===== config.mk =====
export PLATFORM = sky130hd
export DESIGN_NAME = pong_round_ctrl
export DESIGN_NICKNAME = d
export VERILOG_FILES = /design/src/rtl/pong_pkg.sv /design/src/rtl/ir_debounce.sv /design/src/rtl/pong_round_ctrl.sv
export SDC_FILE = /design/constraint.sdc
export NUM_CORES = 1
export LEC_CHECK = 0
export CAP_MARGIN = 10
export CORE_UTILIZATION = 50
export DETAILED_ROUTE_END_ITERATION = 7
export GPL_TIMING_DRIVEN = 0
export PLACE_DENSITY = 0.78
export SLEW_MARGIN = 0
export SYNTH_ARGS = -nofsm -noshare
export SYNTH_HDL_FRONTEND = slang
export SYNTH_HIERARCHICAL = 1
export SYNTH_SLANG_ARGS = --single-unit

===== constraint.sdc =====
create_clock -name clk -period 3.27 [get_ports clk]
set_input_delay 0.327 -clock clk [delete_from_list [all_inputs] [get_ports clk]]
set_output_delay 0.327 -clock clk [all_outputs]
set_load 0.02 [all_outputs]

===== src/rtl/pong_pkg.sv =====
// Shared types and constants for the pong round sequencer.
// Build option: PONG_ROUND_TIMER_EN enables the round time limit.
package pong_pkg;

    typedef enum logic [1:0] {
        IDLE    = 2'd0,
        ARMED   = 2'd1,
        HOLDOFF = 2'd2,
        DONE    = 2'd3
    } state_t;

    localparam int SCORE_W = 4;
    localparam int TIME_W  = 7;

    localparam int DEF_DEBOUNCE_CYCLES = 1_000_000;
    localparam int DEF_HOLDOFF_CYCLES  = 50_000_000;
    localparam int DEF_TARGET_SCORE    = 9;
    localparam int DEF_ROUND_SECONDS   = 30;
    localparam int DEF_TICK_CYCLES     = 100_000_000;

    // Counter width able to hold 0..n (at least one bit).
    function automatic int cnt_w(input int n);
        return (n < 2) ? 1 : $clog2(n + 1);
    endfunction

endpackage


===== src/rtl/ir_debounce.sv =====
// Two-flop synchroniser and counting debouncer for the active-low IR cup sensor.
// Produces the debounced "object present" level and a registered one-cycle rise strobe.
module ir_debounce
    import pong_pkg::*;
#(
    parameter int DEBOUNCE_CYCLES = DEF_DEBOUNCE_CYCLES
) (
    input  logic clk,
    input  logic rst,
    input  logic raw_n,
    output logic present,
    output logic rise
);

    localparam int CW = cnt_w(DEBOUNCE_CYCLES);
    localparam logic [CW-1:0] CNT_LAST = CW'(DEBOUNCE_CYCLES - 1);

    logic          sync1_q, sync2_q;
    logic          present_q, present_d;
    logic          prev_q, rise_q;
    logic [CW-1:0] cnt_q, cnt_d;

    // The level only flips after an unbroken run of disagreement; any agreeing cycle restarts the run.
    always_comb begin
        present_d = present_q;
        cnt_d     = '0;
        if (~sync2_q != present_q) begin
            if (cnt_q == CNT_LAST) begin
                present_d = ~present_q;
            end else begin
                cnt_d = cnt_q + CW'(1);
            end
        end
    end

    always_ff @(posedge clk or posedge rst) begin
        if (rst) begin
            sync1_q   <= 1'b1;
            sync2_q   <= 1'b1;
            present_q <= 1'b0;
            prev_q    <= 1'b0;
            rise_q    <= 1'b0;
            cnt_q     <= '0;
        end else begin
            sync1_q   <= raw_n;
            sync2_q   <= sync1_q;
            present_q <= present_d;
            cnt_q     <= cnt_d;
            prev_q    <= present_q;
            rise_q    <= present_q & ~prev_q;
        end
    end

    assign present = present_q;
    assign rise    = rise_q;

endmodule


===== src/rtl/pong_round_ctrl.sv =====
// Pong round sequencer: debounced IR hits, score counting, hit holdoff and round end.
// Build option: define PONG_ROUND_TIMER_EN to add the per-round seconds countdown.
module pong_round_ctrl
    import pong_pkg::*;
#(
    parameter int DEBOUNCE_CYCLES = DEF_DEBOUNCE_CYCLES,
    parameter int HOLDOFF_CYCLES  = DEF_HOLDOFF_CYCLES,
    parameter int TARGET_SCORE    = DEF_TARGET_SCORE,
    parameter int ROUND_SECONDS   = DEF_ROUND_SECONDS,
    parameter int TICK_CYCLES     = DEF_TICK_CYCLES
) (
    input  logic               clk,
    input  logic               rst,
    input  logic               start,
    input  logic               ir_sensor,
    output logic [SCORE_W-1:0] score,
    output logic [TIME_W-1:0]  time_left,
    output logic               led,
    output logic               hit_pulse,
    output logic               round_active,
    output logic               round_done,
    output state_t             state_dbg
);

    if (TARGET_SCORE < 1 || TARGET_SCORE > 15 || ROUND_SECONDS > 127 || TICK_CYCLES < 1
        || HOLDOFF_CYCLES < 1 || DEBOUNCE_CYCLES < 1) begin : g_cfg_check
        $error("pong_round_ctrl: parameter out of range");
    end

    localparam int HW = cnt_w(HOLDOFF_CYCLES);
    localparam logic [HW-1:0]      HOLD_LAST  = HW'(HOLDOFF_CYCLES - 1);
    localparam logic [SCORE_W-1:0] SCORE_LAST = SCORE_W'(TARGET_SCORE - 1);
    localparam logic [SCORE_W-1:0] SCORE_MAX  = SCORE_W'(TARGET_SCORE);

    logic               present, rise;
    state_t             state_q;
    logic [SCORE_W-1:0] score_q;
    logic [HW-1:0]      hold_cnt_q;
    logic               hit_q, led_q;
    logic [TIME_W-1:0]  time_q;
    logic               active, expire, launch;

    ir_debounce #(
        .DEBOUNCE_CYCLES(DEBOUNCE_CYCLES)
    ) u_debounce (
        .clk    (clk),
        .rst    (rst),
        .raw_n  (ir_sensor),
        .present(present),
        .rise   (rise)
    );

    assign active = (state_q == ARMED) || (state_q == HOLDOFF);
    assign launch = start && ((state_q == IDLE) || (state_q == DONE));

`ifdef PONG_ROUND_TIMER_EN
    localparam int TKW = cnt_w(TICK_CYCLES);
    localparam logic [TKW-1:0] TICK_LAST = TKW'(TICK_CYCLES - 1);

    logic [TKW-1:0] tick_q;
    logic           tick_wrap;

    assign tick_wrap = (tick_q == TICK_LAST);
    // Expiry is the tick that takes time_left from 1 to 0.
    assign expire    = active && tick_wrap && (time_q == TIME_W'(1));

    always_ff @(posedge clk or posedge rst) begin
        if (rst) begin
            tick_q <= '0;
            time_q <= '0;
        end else if (launch) begin
            tick_q <= '0;
            time_q <= TIME_W'(ROUND_SECONDS);
        end else if (active) begin
            if (tick_wrap) begin
                tick_q <= '0;
                if (time_q != '0) begin
                    time_q <= time_q - TIME_W'(1);
                end
            end else begin
                tick_q <= tick_q + TKW'(1);
            end
        end
    end
`else
    assign expire = 1'b0;
    assign time_q = '0;
`endif

    always_ff @(posedge clk or posedge rst) begin
        if (rst) begin
            state_q    <= IDLE;
            score_q    <= '0;
            hold_cnt_q <= '0;
            hit_q      <= 1'b0;
            led_q      <= 1'b0;
        end else begin
            hit_q <= 1'b0;
            led_q <= present;
            case (state_q)
                IDLE: begin
                    if (start) begin
                        state_q <= ARMED;
                        score_q <= '0;
                    end
                end
                ARMED: begin
                    // A hit on the expiry cycle still scores before the round closes.
                    if (rise) begin
                        hit_q <= 1'b1;
                        if (score_q != SCORE_MAX) begin
                            score_q <= score_q + SCORE_W'(1);
                        end
                        hold_cnt_q <= '0;
                        if ((score_q == SCORE_LAST) || expire) begin
                            state_q <= DONE;
                        end else begin
                            state_q <= HOLDOFF;
                        end
                    end else if (expire) begin
                        state_q <= DONE;
                    end
                end
                HOLDOFF: begin
                    if (expire) begin
                        state_q <= DONE;
                    end else if (hold_cnt_q == HOLD_LAST) begin
                        if (!present) begin
                            state_q <= ARMED;
                        end
                    end else begin
                        hold_cnt_q <= hold_cnt_q + HW'(1);
                    end
                end
                DONE: begin
                    if (start) begin
                        state_q <= ARMED;
                        score_q <= '0;
                    end
                end
                default: state_q <= IDLE;
            endcase
        end
    end

    assign score        = score_q;
    assign time_left    = time_q;
    assign led          = led_q;
    assign hit_pulse    = hit_q;
    assign round_active = active;
    assign round_done   = (state_q == DONE);
    assign state_dbg    = state_q;

endmodule


==> impl_results.html <==
<table>
<tr><th>Metric</th><th>Value</th></tr>
<tr><th colspan="2">Outcome</th></tr>
<tr><td>Result of the run</td><td>finished clean</td></tr>
<tr><th colspan="2">CTS</th></tr>
<tr><td>Clk_lat worst skew</td><td>0.34 ns</td></tr>
<tr><td>CTS clock-pin slew for the worst setup and hold paths</td><td>0.07 ns</td></tr>
<tr><td>Clock tree from TritonCTS</td><td>yes</td></tr>
<tr><td>Resized Gates After CTS</td><td>0</td></tr>
<tr><td>Clock net sink count</td><td>59</td></tr>
<tr><td>CTS HTree Levels</td><td>3</td></tr>
<tr><td>Max clock buf depth</td><td>2</td></tr>
<tr><td>Count of buffers added by post-CTS timing repair for setup</td><td>0</td></tr>
<tr><td>Total clock buffers created by CTS</td><td>9</td></tr>
<tr><td>Root Buffer</td><td>sky130_fd_sc_hd__clkbuf_8</td></tr>
<tr><td>Hold Buf Count CTS</td><td>0</td></tr>
<tr><th colspan="2">Yosys</th></tr>
<tr><td>Share of synthesized area occupied by flip-flops and latches</td><td>45.96%</td></tr>
<tr><td>Proportion of synthesized flip-flops having asynchronous set or reset</td><td>100.0%</td></tr>
<tr><td>Mapped Cells</td><td>346</td></tr>
<tr><td>Library cells used by synthesis</td><td>51</td></tr>
<tr><td>Count of flip-flops with a built-in enable after synthesis</td><td>0</td></tr>
<tr><td>#FFs+latches synth</td><td>59</td></tr>
<tr><td>Portion of synthesized cell area occupied by the leading cell type</td><td>44.32%</td></tr>
<tr><td>Warnings from Yosys</td><td>6</td></tr>
<tr><td>Main flop type after synthesis</td><td>sky130_fd_sc_hd__dfrtp_1</td></tr>
<tr><td>Synth Cell Area</td><td>3218 sq um</td></tr>
<tr><td>Leading area contributor after synthesis</td><td>sky130_fd_sc_hd__dfrtp_1</td></tr>
<tr><td>Area contributors post-synth</td><td>sky130_fd_sc_hd__dfrtp_1 44%, sky130_fd_sc_hd__o21ai_0 4.4%, sky130_fd_sc_hd__xnor2_1 3.8%</td></tr>
<tr><td>Average cell area after synthesis</td><td>9.301 sq um</td></tr>
<tr><th colspan="2">Hold path</th></tr>
<tr><td>Worst hold start</td><td>u_debounce/sync1_q</td></tr>
<tr><td>End point of the worst hold path</td><td>u_debounce/sync2_q</td></tr>
<tr><td>Number of cells traversed by the worst hold path</td><td>0</td></tr>
<tr><td>Hold WC Path Type</td><td>reg -&gt; reg</td></tr>
<tr><th colspan="2">Power and ir drop</th></tr>
<tr><td>Static power due to leakage</td><td>1.525 nW</td></tr>
<tr><td>Combinational cell fraction of total power</td><td>27.6%</td></tr>
<tr><td>Sw power</td><td>721.5 uW</td></tr>
<tr><td>Maximum VDD drop</td><td>0.0005016 V</td></tr>
<tr><td>Power Internal</td><td>1.487 mW</td></tr>
<tr><td>Clock power frac</td><td>36.1%</td></tr>
<tr><td>Switching Fraction</td><td>32.67%</td></tr>
<tr><td>Power density relative to cell area</td><td>591.0 nW/um^2</td></tr>
<tr><td>Part of the power in registers</td><td>36.3%</td></tr>
<tr><th colspan="2">STA</th></tr>
<tr><td>Transition time at the pin with the least slew margin</td><td>0.9152 ns</td></tr>
<tr><td>Unrepaired setup endpoints after global routing</td><td>false</td></tr>
<tr><td>Final-report setup violation count</td><td>0</td></tr>
<tr><td>Worst slack on hold paths</td><td>0.3589 ns</td></tr>
<tr><td>Count of final max-slew check failures</td><td>0</td></tr>
<tr><td>Post-route clock period utilization</td><td>86.90%</td></tr>
<tr><td>Final critical path time including I/O delays and setup</td><td>2.842 ns</td></tr>
<tr><td>Endpoints failing hold</td><td>0</td></tr>
<tr><td>Total Neg Setup Slack</td><td>0 ns</td></tr>
<tr><td>Fmax achieved</td><td>351.9 MHz</td></tr>
<tr><td>Fin Clk Skew</td><td>0.008590 ns</td></tr>
<tr><td>Slew headroom</td><td>38.92%</td></tr>
<tr><th colspan="2">Worst setup path</th></tr>
<tr><td>Sort of element at the start of the critical path</td><td>flop</td></tr>
<tr><td>Maximum cell stage delay along the critical path</td><td>0.54 ns</td></tr>
<tr><td>Cell Chain, Critical Path</td><td>or4_1 &gt; or4_4 &gt; buf_6 &gt; o21ai_0 &gt; buf_2 &gt; o21ai_0 &gt; o31ai_1</td></tr>
<tr><td>Data arrival time of the critical path</td><td>3.06 ns</td></tr>
<tr><td>Buf/Inv on CP</td><td>2</td></tr>
<tr><td>Cell repeated most along the worst path</td><td>sky130_fd_sc_hd__o21ai_0</td></tr>
<tr><td>Cell with the largest stage delay on the worst path</td><td>sky130_fd_sc_hd__or4_1</td></tr>
<tr><td>Depth of the worst register-to-register path</td><td>7</td></tr>
<tr><td>Crit path max fanout</td><td>10</td></tr>
<tr><td>Endpoint kind of the worst setup timing path</td><td>flop</td></tr>
<tr><td>Largest delay share family, worst path</td><td>simple AND/OR/NAND/NOR gates</td></tr>
<tr><td>Start-to-end type of the worst setup path</td><td>reg -&gt; reg</td></tr>
<tr><td>Critical path required time</td><td>3.49 ns</td></tr>
<tr><td>Startpoint of the worst register-to-register path</td><td>hold_cnt_q[8]</td></tr>
<tr><td>Worst reg-to-reg setup slack</td><td>0.43 ns</td></tr>
<tr><td>Terminus of the critical flop-to-flop path</td><td>hold_cnt_q[16]</td></tr>
<tr><th colspan="2">Routing</th></tr>
<tr><td>DRC Markers</td><td>0</td></tr>
<tr><td>Vias per cell</td><td>5.913</td></tr>
<tr><td>ANT nets after route</td><td>0</td></tr>
<tr><td>Count of TritonRoute iterations in the first routing pass</td><td>5</td></tr>
<tr><td>Total vias in the final route</td><td>2,708</td></tr>
<tr><td>First-iteration detailed-routing DRC count</td><td>245</td></tr>
<tr><td>Post-detailed-route wirelength per cell</td><td>14.83 microns</td></tr>
<tr><td>Final routed wirelength across all metal layers</td><td>6791 microns</td></tr>
<tr><th colspan="2">Die</th></tr>
<tr><td>Core region area</td><td>6061 sq um</td></tr>
<tr><td>Ports</td><td>21</td></tr>
<tr><td>Die Ht</td><td>82.23 microns</td></tr>
<tr><td>Die Width</td><td>82.23 microns</td></tr>
<tr><td>Starting utilization of the core area</td><td>53.10%</td></tr>
<tr><td>Die Area</td><td>6761 sq um</td></tr>
<tr><td>Number of rows created at floorplan</td><td>28</td></tr>
<tr><th colspan="2">Global routing</th></tr>
<tr><td>Initial antenna violation count</td><td>0</td></tr>
<tr><td>Number of global-route vias before repair</td><td>2,521</td></tr>
<tr><td>Total gr overflow</td><td>0</td></tr>
<tr><td>Global-route wire length before repair</td><td>11,220 microns</td></tr>
<tr><td>Global-route usage over all layers</td><td>22.18%</td></tr>
<tr><td>Largest net degree at the start of global routing</td><td>26</td></tr>
<tr><th colspan="2">Placed design</th></tr>
<tr><td>Final Wtd Congestion</td><td>0.9251</td></tr>
<tr><td>Total of buffers placed on input and output ports</td><td>13</td></tr>
<tr><td>Dpl cell area</td><td>3492 sq um</td></tr>
<tr><td>Post-DP HPWL</td><td>4771 microns</td></tr>
<tr><th colspan="2">Finish</th></tr>
<tr><td>Fill cell count</td><td>505</td></tr>
<tr><td>Final design area excluding fillers</td><td>3737 sq um</td></tr>
<tr><td>Number of inserted diodes</td><td>0</td></tr>
<tr><td>Area growth from synthesis to layout</td><td>16.14%</td></tr>
<tr><td>Area of combinational cells with multiple inputs</td><td>1595 sq um</td></tr>
<tr><td>Most common cell after layout, fill and taps aside</td><td>sky130_fd_sc_hd__dfrtp_1</td></tr>
<tr><td>Share of final-layout standard cells stronger than drive strength 1</td><td>9.922%</td></tr>
<tr><td>Commonest non-fill, non-tap cells in the layout</td><td>57 x sky130_fd_sc_hd__dfrtp_1, 32 x sky130_fd_sc_hd__nor2_1, 28 x sky130_fd_sc_hd__o21ai_0</td></tr>
<tr><td>Storage cell area</td><td>1479 sq um</td></tr>
<tr><td>Number of nets in the final layout</td><td>391</td></tr>
<tr><th colspan="2">Job</th></tr>
<tr><td>Reported max-cap violation count</td><td>0</td></tr>
</table>
[metrics by stage]
stage | setup WS (ns) | power (mW) | cells | util, %
floorplan | 0.6107 | 1.225 | 352 | -
CTS | 0.4625 | 2.221 | 457 | 61.58
global route | 0.2741 | 2.322 | 458 | 61.66
global placement | 0.5001 | 1.403 | 440 | 57.16
finish | 0.4285 | 2.209 | 458 | 61.66
detailed placement | 0.4808 | 1.417 | 441 | 57.62
[per-layer routing]
layer / wire length (microns) / up-vias / track usage, %
li1: - / 1314 / -
met1: 3055 / 1281 / 27.03
met2: 3221 / 94 / 36.78
met3: 374 / 19 / 6.264
met4: 140 / 0 / 9.123
met5: 0 / - / 0
[power by group through the flow]
stage                     Sequential (mW)  Combinational (mW)  Clock (mW)
final                               0.802               0.609       0.798
after global placement              0.815               0.588           0
after CTS                           0.803               0.603       0.815
after floorplan                     0.831               0.394           0
after detailed placement            0.816               0.601           0
after global routing                0.809               0.670       0.844
[final cells by class]
class | count | area share (%)
flip-flops and latches | 59 | 39.57
inverters | 17 | 1.707
plain buffers | 16 | 2.745
clock buffers | 9 | 3.314
multi-input cells | 260 | 42.69
well taps | 75 | 2.511
repair buffers | 15 | 4.352
clock inverters | 7 | 3.114
[logic make-up (layout without fill, tap and decap cells)]
family,after synthesis,in the layout,share of synthesized area (%)
multiplexers,3,3,1.011
AND/OR/NAND/NOR,148,148,24.50
AO/OA/AOI/OAI,77,77,15.40
XOR/XNOR,16,16,4.355
flip-flops,59,59,45.96
adder cells (fa/ha/maj),9,9,3.499
other,1,7,0.1165
buffers and inverters,33,64,5.171
[Yosys cell counts, types with 2 or more instances]
master,number
sky130_fd_sc_hd__dfrtp_1,57
sky130_fd_sc_hd__nor2_1,32
sky130_fd_sc_hd__o21ai_0,28
sky130_fd_sc_hd__nand2_1,26
sky130_fd_sc_hd__nand3_1,24
sky130_fd_sc_hd__inv_1,17
sky130_fd_sc_hd__nand4_1,17
sky130_fd_sc_hd__xnor2_1,14
sky130_fd_sc_hd__a21oi_1,11
sky130_fd_sc_hd__ha_1,9
sky130_fd_sc_hd__o31ai_1,8
sky130_fd_sc_hd__buf_4,7
sky130_fd_sc_hd__nor4_1,7
sky130_fd_sc_hd__clkbuf_1,6
sky130_fd_sc_hd__nor3_1,6
sky130_fd_sc_hd__o211ai_1,6
sky130_fd_sc_hd__a31oi_1,5
sky130_fd_sc_hd__and3_1,5
sky130_fd_sc_hd__o21a_1,5
sky130_fd_sc_hd__or3_1,5
sky130_fd_sc_hd__or4_1,5
sky130_fd_sc_hd__and2_1,3
sky130_fd_sc_hd__and4_1,3
sky130_fd_sc_hd__or4_4,3
sky130_fd_sc_hd__buf_6,2
sky130_fd_sc_hd__dfstp_2,2
sky130_fd_sc_hd__mux2_1,2
sky130_fd_sc_hd__nand3b_1,2
sky130_fd_sc_hd__nand4b_1,2
sky130_fd_sc_hd__nor2b_1,2
sky130_fd_sc_hd__o21bai_1,2
sky130_fd_sc_hd__o41ai_1,2
sky130_fd_sc_hd__or4b_1,2
sky130_fd_sc_hd__xor2_1,2
[registers in the layout, summed over array words and instances, names as in the netlist]
signal,count
hold_cnt_q,26
u_debounce/cnt_q,20
score,4
state_dbg,2
hit_pulse,1
led,1
u_debounce/present,1
u_debounce/prev_q,1
u_debounce/rise,1
u_debounce/sync1_q,1
u_debounce/sync2_q,1
[how the worst max path moves through the flow]
stage          cells after the start     startpoint              to  slack, ns
2_1_floorplan                      6  hold_cnt_q[8]    state_dbg[0]       0.61
3_5_place_dp                       6  hold_cnt_q[8]    state_dbg[0]       0.48
3_3_place_gp                       6  hold_cnt_q[7]    state_dbg[0]       0.50
4_1_cts                            7  hold_cnt_q[8]  hold_cnt_q[16]       0.46
6_report                           7  hold_cnt_q[8]  hold_cnt_q[16]       0.43
5_1_grt                            7  hold_cnt_q[7]  hold_cnt_q[16]       0.27
(Power assumes the default switching activity.)
